<file path="src/rtl/cpu_execute_mc.sv">
// Execute stage: combinational ALU into 3a, plus an iterative shift-add multiplier that stalls decode.
// Define EXEC_MUL_EN to build the multiplier and BUSY state; otherwise MUL_OP is a single-cycle ALU op.
module alu #(
  parameter int         WIDTH   = 32,
  parameter logic [4:0] MUL_OP  = 5'h18,
  parameter bit         HAS_MUL = 1'b1
) (
  input  logic [4:0]       op,
  input  logic [WIDTH-1:0] a,
  input  logic [WIDTH-1:0] b,
  output logic [WIDTH-1:0] y,
  output logic             cond
);
  always_comb begin
    y = '0;
    case (op)
      5'h00:   y = a + b;
      5'h01:   y = a - b;
      5'h02:   y = a & b;
      5'h03:   y = a | b;
      5'h04:   y = a ^ b;
      5'h05:   y = a << b;
      5'h06:   y = a >> b;
      5'h07:   y = b;
      default: y = (HAS_MUL && op == MUL_OP) ? a * b : '0;
    endcase
    cond = (y == '0);
  end
endmodule

module cpu_execute_mc #(
  parameter int         WIDTH      = 32,
  parameter int         INSN_WIDTH = 48,
  parameter int         ST_WIDTH   = 35,
  parameter int         POP_WIDTH  = 11,
  parameter logic [4:0] MUL_OP     = 5'h18
) (
  input  logic                  clk,
  input  logic                  rst_b,
  input  logic                  valid_2a,
  output logic                  stall_2a,
  input  logic                  kill_4a,
  input  logic [4:0]            alu__op_2a,
  input  logic [1:0]            c__alu_left_2a,
  input  logic [1:0]            c__alu_right_2a,
  input  logic [1:0]            c__branch_2a,
  input  logic [1:0]            c__to_push_2a,
  input  logic [INSN_WIDTH-1:0] instruction_2a,
  input  logic [31:0]           pc_2a,
  input  logic [ST_WIDTH-1:0]   st__top_0_2a,
  input  logic [ST_WIDTH-1:0]   st__top_1_2a,
  input  logic [POP_WIDTH-1:0]  st__to_pop_2a,
  output logic                  valid_3a,
  output logic [WIDTH-1:0]      alu__out_3a,
  output logic                  alu__cond_3a,
  output logic [1:0]            c__branch_3a,
  output logic [1:0]            c__to_push_3a,
  output logic [INSN_WIDTH-1:0] instruction_3a,
  output logic [31:0]           pc_3a,
  output logic [POP_WIDTH-1:0]  st__to_pop_3a
);
  localparam logic [1:0] UC_RIGHT_IMM  = 2'b00;
  localparam logic [1:0] UC_RIGHT_STK0 = 2'b01;
  localparam logic [1:0] UC_RIGHT_STK1 = 2'b10;

  logic [WIDTH-1:0] left, right, alu_y;
  logic             alu_cond, accept;

  // Stack entries carry tag bits above the operand that this stage ignores.
  logic unused_st_hi;
  assign unused_st_hi = ^{st__top_0_2a, st__top_1_2a};

  always_comb begin
    left = '0;
    case (c__alu_left_2a)
      UC_RIGHT_IMM:  left = instruction_2a[WIDTH-1:0];
      UC_RIGHT_STK0: left = st__top_0_2a[WIDTH-1:0];
      UC_RIGHT_STK1: left = st__top_1_2a[WIDTH-1:0];
      default:       left = '0;
    endcase
    right = '0;
    case (c__alu_right_2a)
      UC_RIGHT_IMM:  right = instruction_2a[WIDTH-1:0];
      UC_RIGHT_STK0: right = st__top_0_2a[WIDTH-1:0];
      UC_RIGHT_STK1: right = st__top_1_2a[WIDTH-1:0];
      default:       right = '0;
    endcase
  end

`ifdef EXEC_MUL_EN
  localparam bit ALU_MUL = 1'b0;
`else
  localparam bit ALU_MUL = 1'b1;
`endif

  alu #(.WIDTH(WIDTH), .MUL_OP(MUL_OP), .HAS_MUL(ALU_MUL)) u_alu (
    .op(alu__op_2a), .a(left), .b(right), .y(alu_y), .cond(alu_cond)
  );

  assign accept = valid_2a & ~stall_2a & ~kill_4a;

`ifdef EXEC_MUL_EN
  localparam int CW = (WIDTH > 2) ? $clog2(WIDTH) : 1;
  typedef enum logic {IDLE, BUSY} state_t;

  state_t                state_q;
  logic [WIDTH-1:0]      mcand_q, mplier_q, acc_q, acc_nxt;
  logic [CW-1:0]         cnt_q;
  logic [1:0]            br_q, push_q;
  logic [INSN_WIDTH-1:0] insn_q;
  logic [31:0]           pc_q;
  logic [POP_WIDTH-1:0]  pop_q;

  assign stall_2a = (state_q == BUSY);
  assign acc_nxt  = acc_q + (mplier_q[0] ? mcand_q : '0);

  always_ff @(posedge clk or negedge rst_b) begin
    if (!rst_b) begin
      state_q <= IDLE;
      mcand_q <= '0; mplier_q <= '0; acc_q <= '0; cnt_q <= '0;
      br_q <= '0; push_q <= '0; insn_q <= '0; pc_q <= '0; pop_q <= '0;
      valid_3a <= 1'b0; alu__out_3a <= '0; alu__cond_3a <= 1'b0;
      c__branch_3a <= '0; c__to_push_3a <= '0; instruction_3a <= '0;
      pc_3a <= '0; st__to_pop_3a <= '0;
    end else begin
      valid_3a <= 1'b0;
      if (kill_4a) begin
        state_q <= IDLE;
      end else begin
        case (state_q)
          IDLE: if (accept) begin
            if (alu__op_2a == MUL_OP) begin
              mcand_q  <= left;
              mplier_q <= right;
              acc_q    <= '0;
              cnt_q    <= CW'(WIDTH - 1);
              br_q     <= c__branch_2a;
              push_q   <= c__to_push_2a;
              insn_q   <= instruction_2a;
              pc_q     <= pc_2a;
              pop_q    <= st__to_pop_2a;
              state_q  <= BUSY;
            end else begin
              alu__out_3a    <= alu_y;
              alu__cond_3a   <= alu_cond;
              c__branch_3a   <= c__branch_2a;
              c__to_push_3a  <= c__to_push_2a;
              instruction_3a <= instruction_2a;
              pc_3a          <= pc_2a;
              st__to_pop_3a  <= st__to_pop_2a;
              valid_3a       <= 1'b1;
            end
          end
          BUSY: begin
            acc_q    <= acc_nxt;
            mcand_q  <= mcand_q << 1;
            mplier_q <= mplier_q >> 1;
            cnt_q    <= cnt_q - 1'b1;
            if (cnt_q == '0) begin
              alu__out_3a    <= acc_nxt;
              alu__cond_3a   <= (acc_nxt == '0);
              c__branch_3a   <= br_q;
              c__to_push_3a  <= push_q;
              instruction_3a <= insn_q;
              pc_3a          <= pc_q;
              st__to_pop_3a  <= pop_q;
              valid_3a       <= 1'b1;
              state_q        <= IDLE;
            end
          end
          default: state_q <= IDLE;
        endcase
      end
    end
  end
`else
  assign stall_2a = 1'b0;

  always_ff @(posedge clk or negedge rst_b) begin
    if (!rst_b) begin
      valid_3a <= 1'b0; alu__out_3a <= '0; alu__cond_3a <= 1'b0;
      c__branch_3a <= '0; c__to_push_3a <= '0; instruction_3a <= '0;
      pc_3a <= '0; st__to_pop_3a <= '0;
    end else begin
      valid_3a <= accept;
      if (accept) begin
        alu__out_3a    <= alu_y;
        alu__cond_3a   <= alu_cond;
        c__branch_3a   <= c__branch_2a;
        c__to_push_3a  <= c__to_push_2a;
        instruction_3a <= instruction_2a;
        pc_3a          <= pc_2a;
        st__to_pop_3a  <= st__to_pop_2a;
      end
    end
  end
`endif
endmodule

</file>
<file path="config.mk">
export PLATFORM = sky130hd
export DESIGN_NAME = cpu_execute_mc
export DESIGN_NICKNAME = d
export VERILOG_FILES = /design/src/rtl/cpu_execute_mc.sv
export SDC_FILE = /design/constraint.sdc
export NUM_CORES = 2
export LEC_CHECK = 0
export BUFFER_PORTS_ARGS = -buffer_cell sky130_fd_sc_hd__buf_2
export CAP_MARGIN = 20
export CELL_PAD_IN_SITES_DETAIL_PLACEMENT = 2
export CELL_PAD_IN_SITES_GLOBAL_PLACEMENT = 2
export CORE_ASPECT_RATIO = 1.1
export CORE_MARGIN = 3
export CORE_UTILIZATION = 39
export CTS_CLUSTER_SIZE = 24
export DETAILED_ROUTE_END_ITERATION = 10
export PLACE_DENSITY_LB_ADDON = 0.1
export RECOVER_POWER = 100
export SLEW_MARGIN = 10
export SYNTH_ARGS = -nofsm -noshare
export SYNTH_HDL_FRONTEND = slang
export SYNTH_HIERARCHICAL = 1
export SYNTH_SLANG_ARGS = --single-unit
export TNS_END_PERCENT = 50
</file>
<file path="constraint.sdc">
create_clock -name clk -period 1 [get_ports clk]
set_input_delay 0.05 -clock clk [delete_from_list [all_inputs] [get_ports clk]]
set_output_delay 0.05 -clock clk [all_outputs]
set_load 0.02 [all_outputs]
</file>
==> qor.yml, run 1 <==
synth.area.top_cells: "fa_1 (27%), dfrtp_1 (11%), ha_1 (9.1%)"
stop_stage: "clock tree synthesis"
status: "stopped before the end"
synth-edff-count: 0
yosysWarnings: 6
syn_area_um2: 30000
die_x_um: 271
htree_num_levels: 4
cts_setup_buffers: 147
port_buffers: 300
async_reset_ff_share_pct: 100
clock_path_buffers: 2
ys_types: 91
ys_ff_latch: 129
clockRootBuffer: "clkbuf_16"
synth_area_leader_cell: "fa_1"
syn_avg_cell_area_um2: 8.82
cts_resized: 932
synth_top_area_share_pct: 27.3
dpl.hpwl_um: 190000
io_pins: 308
yosysSeqAreaShare_pct: 10.8
fp-row-count: 106
die_height_um: 297
place_congestion: 1.11
synth_ff_type: "dfrtp_1"
synthCells: 3406
ctsHoldBuffers: 93
start_util_pct: 39.4
numCtsBuffers: 17
mappedNetlistNets: 4212
clock_sinks: 129
error_line: "[ERROR DPL-0033] detailed placement checks failed during check placement."
[stage by stage]
stage               TNS (ns)  instances  cell area [um^2]  worst slack [ns]
detailed placement   -245.15       5466             39600             -9.01
global placement     -219.82       5464             39600             -8.35
floorplan            -180.53       3406             30400             -7.25
[cells in the mapped netlist, drive strengths merged, types with 22 or more instances]
library cell / n
a31oi: 22
o21ai: 106
nor2: 411
clkbuf: 145
a211oi: 24
mux2i: 115
a21oi: 95
o2bb2ai: 69
ha: 219
nor3: 45
nor2b: 22
buf: 87
mux2: 144
nand2: 356
dfrtp: 129
mux4: 25
o211ai: 28
xnor2: 98
nand3: 46
fa: 409
inv: 440
[logic make-up after synthesis]
group / synth area share [%]
AO/OA/AOI/OAI: 12.8
XOR/XNOR: 3.38
adder cells (fa/ha/maj): 36.4
multiplexers: 12.4
flip-flops: 10.8
other: 0.0125
AND/OR/NAND/NOR: 14.7
buffers and inverters: 9.56
==> run 2, diff against run 1 <==
--- a/config.mk
+++ b/config.mk
@@ -7,14 +7,10 @@
 export LEC_CHECK = 0
 export BUFFER_PORTS_ARGS = -buffer_cell sky130_fd_sc_hd__buf_2
 export CAP_MARGIN = 20
-export CELL_PAD_IN_SITES_DETAIL_PLACEMENT = 2
-export CELL_PAD_IN_SITES_GLOBAL_PLACEMENT = 2
-export CORE_ASPECT_RATIO = 1.1
 export CORE_MARGIN = 3
-export CORE_UTILIZATION = 39
-export CTS_CLUSTER_SIZE = 24
+export CORE_UTILIZATION = 35
 export DETAILED_ROUTE_END_ITERATION = 10
-export PLACE_DENSITY_LB_ADDON = 0.1
+export PLACE_DENSITY_LB_ADDON = 0.15
 export RECOVER_POWER = 100
 export SLEW_MARGIN = 10
 export SYNTH_ARGS = -nofsm -noshare
==> qor.yml, run 2 <==
clockRootBuffer: "clkbuf_16"
power_density_nw_per_um2: 3160
fin_crit_ns: 8.08
io_pins: 308
max_freq_ghz: 0.124
wl_met1_um: 63000
insertion_delay_ns: 0.46
synth_ff_type: "dfrtp_1"
seq_power_share_pct: 4.5
grt_usage_pct: 34.8
switchingPower_mw: 72.9
cp_common_cell: "fa_1"
die_x_um: 299
layout_common_cells: "buf_4 (927), inv_1 (387), fa_1 (365)"
mappedNetlistNets: 4212
die_height_um: 299
core_um2: 84400
hold_slack_ns: 0.0199
r2r_cells: 2
async_reset_ff_share_pct: 100
htree_num_levels: 4
start_util_pct: 35.6
synth_most_common_cell: "inv_1"
clock_path_buffers: 2
clockPowerShare_pct: 4.4
grt_antenna_before_repair: 5
cp.arrival_ns: 8.49
clock_sinks: 129
largest_reg_flops: 48
highest_layer: "met5"
worst_r2r_endpoint: "pc_3a[19]"
finalClockSkew_ns: 0
clkTransAtPathRegs_ns: 0.07
dpl.hpwl_um: 127000
synthCells: 3406
drive_gt1_share_pct: 42.7
mostFrequentLayoutCell: "buf_4"
relSlewSlack_pct: 16.8
hp-start: "instruction_2a[13]"
start_kind: "input port"
area_growth_syn_to_layout_pct: 55.8
synth.area.top_cells: "fa_1 (27%), dfrtp_1 (11%), ha_1 (9.1%)"
synth_area_leader_cell: "fa_1"
port_buffers: 300
rsz0062_at_grt: "true"
setup_violations: 175
synth_common_cells: "inv_1 (434), nor2_1 (411), fa_1 (409), nand2_1 (356), ha_1 (219)"
switching_share_pct: 49.3
cp_slowest_cell: "fa_2"
required_ns: 1.41
finalCritPeriodShare_pct: 808
p_leak_nw: 22.0
timing_hold_violations_final: 0
hold_end: "instruction_3a[13]"
largest-register: "instruction_3a"
maxSlewViolCount: 0
cts_tree: "done"
cp-end-kind: "flip-flop"
vdd_ir_drop_max_v: 0.00376
yosysWarnings: 6
place_congestion: 1.06
setup_ws_ns: -7.08
failed_checks: "negative setup slack"
nets: 5531
status: "finished with violations"
syn_area_um2: 30000
vias_per_cell: 5.54
regToRegStartpoint: "pc_3a[19]"
postLayoutCoreUtil_pct: 55.5
intPower_mw: 75.0
route.met3.wl_um: 15600
yosysSeqAreaShare_pct: 10.8
p_total_mw: 148
numCtsBuffers: 17
whs_path_depth: 3
hp-class: "input port to flip-flop"
ys_ff_latch: 129
wirelength_um: 158000
p_comb_share_pct: 91.0
syn_avg_cell_area_um2: 8.82
reg2reg_slack_ns: 0.09
postPlaceCellArea_um2: 40000
slowest_delay_ns: 0.65
tns_ns: -187.62
route.vias.total: 32596
dp_cells: 5585
grt_pass1_wl_um: 229000
tightestPinTransition_ns: 1.24
wl_per_cell_um: 26.9
grt-ovfl-total: 0
synth-edff-count: 0
worstPathMaxFanout: 6
synth_top_area_share_pct: 27.3
ys_types: 91
grt_max_degree: 61
first_global_vias: 33636
stdcell_count: 5880
met2WireLength_um: 69100
postLayoutCellArea_um2: 46800
maxCapViolations: 0
drc: 0
drtPass1Iterations: 8
crit_type: "input port to flip-flop"
dr.first_iter.drc_count: 3143
dieArea_um2: 89300
drtAntennaViolNets: 0
place_ws_ns: -8.33
reg_top3: "instruction_3a x48, alu__out_3a x32, pc_3a x32"
fp-row-count: 106
[run 2: worst max-delay path by stage]
stage,to,start,cells past startpoint
after floorplan,alu__cond_3a,c__alu_right_2a[0],36
after global placement,alu__cond_3a,c__alu_left_2a[1],36
after detailed placement,alu__cond_3a,c__alu_left_2a[1],36
after CTS,alu__cond_3a,c__alu_right_2a[1],32
after global routing,alu__out_3a[28],c__alu_left_2a[1],41
final,alu__cond_3a,c__alu_left_2a[1],33
[run 2: layout make-up]
cell class                 instances  area, um^2
fill                            7701       37600
sequential                       129        3230
clock inverter                    14         170
antenna                            9        22.5
multi-input combinational       2591       26800
clock buffer                      17         425
inverter                         454        1770
tap                             1134        1420
timing repair buffer            1532       12900
[run 2: logic make-up after synthesis]
group           share of synthesized area [%]
flops                                    10.8
compound gates                           12.8
mux                                      12.4
simple gates                             14.7
other cells                            0.0125
buf+inv                                  9.56
fa+ha+maj                                36.4
xor+xnor                                 3.38
[run 2: worst max-delay path, delay by kind of cell]
kind | cells | cell delay (ns)
adders and majority gates | 9 | 4.25
and+or+nand+nor | 7 | 1.82
AOI/OAI and AO/OA | 5 | 0.80
muxes | 1 | 0.13
buffers and inverters | 11 | 1.39
[run 2: power groups by stage]
stage	combinational, mW	clock, mW	sequential, mW
floorplan	58.4	0	7.89
global placement	93.4	0	6.69
detailed placement	94.2	0	6.68
CTS	122	6.67	6.71
global route	142	6.91	6.86
finish	135	6.58	6.72
[run 2: layer usage]
metal / up-vias / global-route usage (%)
met4: 2 / 17.5
met2: 1893 / 53.8
li1: 14033 / -
met1: 16197 / 45.6
met5: - / 0
met3: 471 / 8.06
[run 2: what timing repair did]
action	CTS	global route
resized for setup	565	352
endpoints found under the setup margin	162	162
hold buffers	94	0
pin swaps	124	226
buffers inserted	107	70
cloned	5	3
hold endpoints to repair	222	0
No activity file was read; power rests on OpenSTA's default activity.
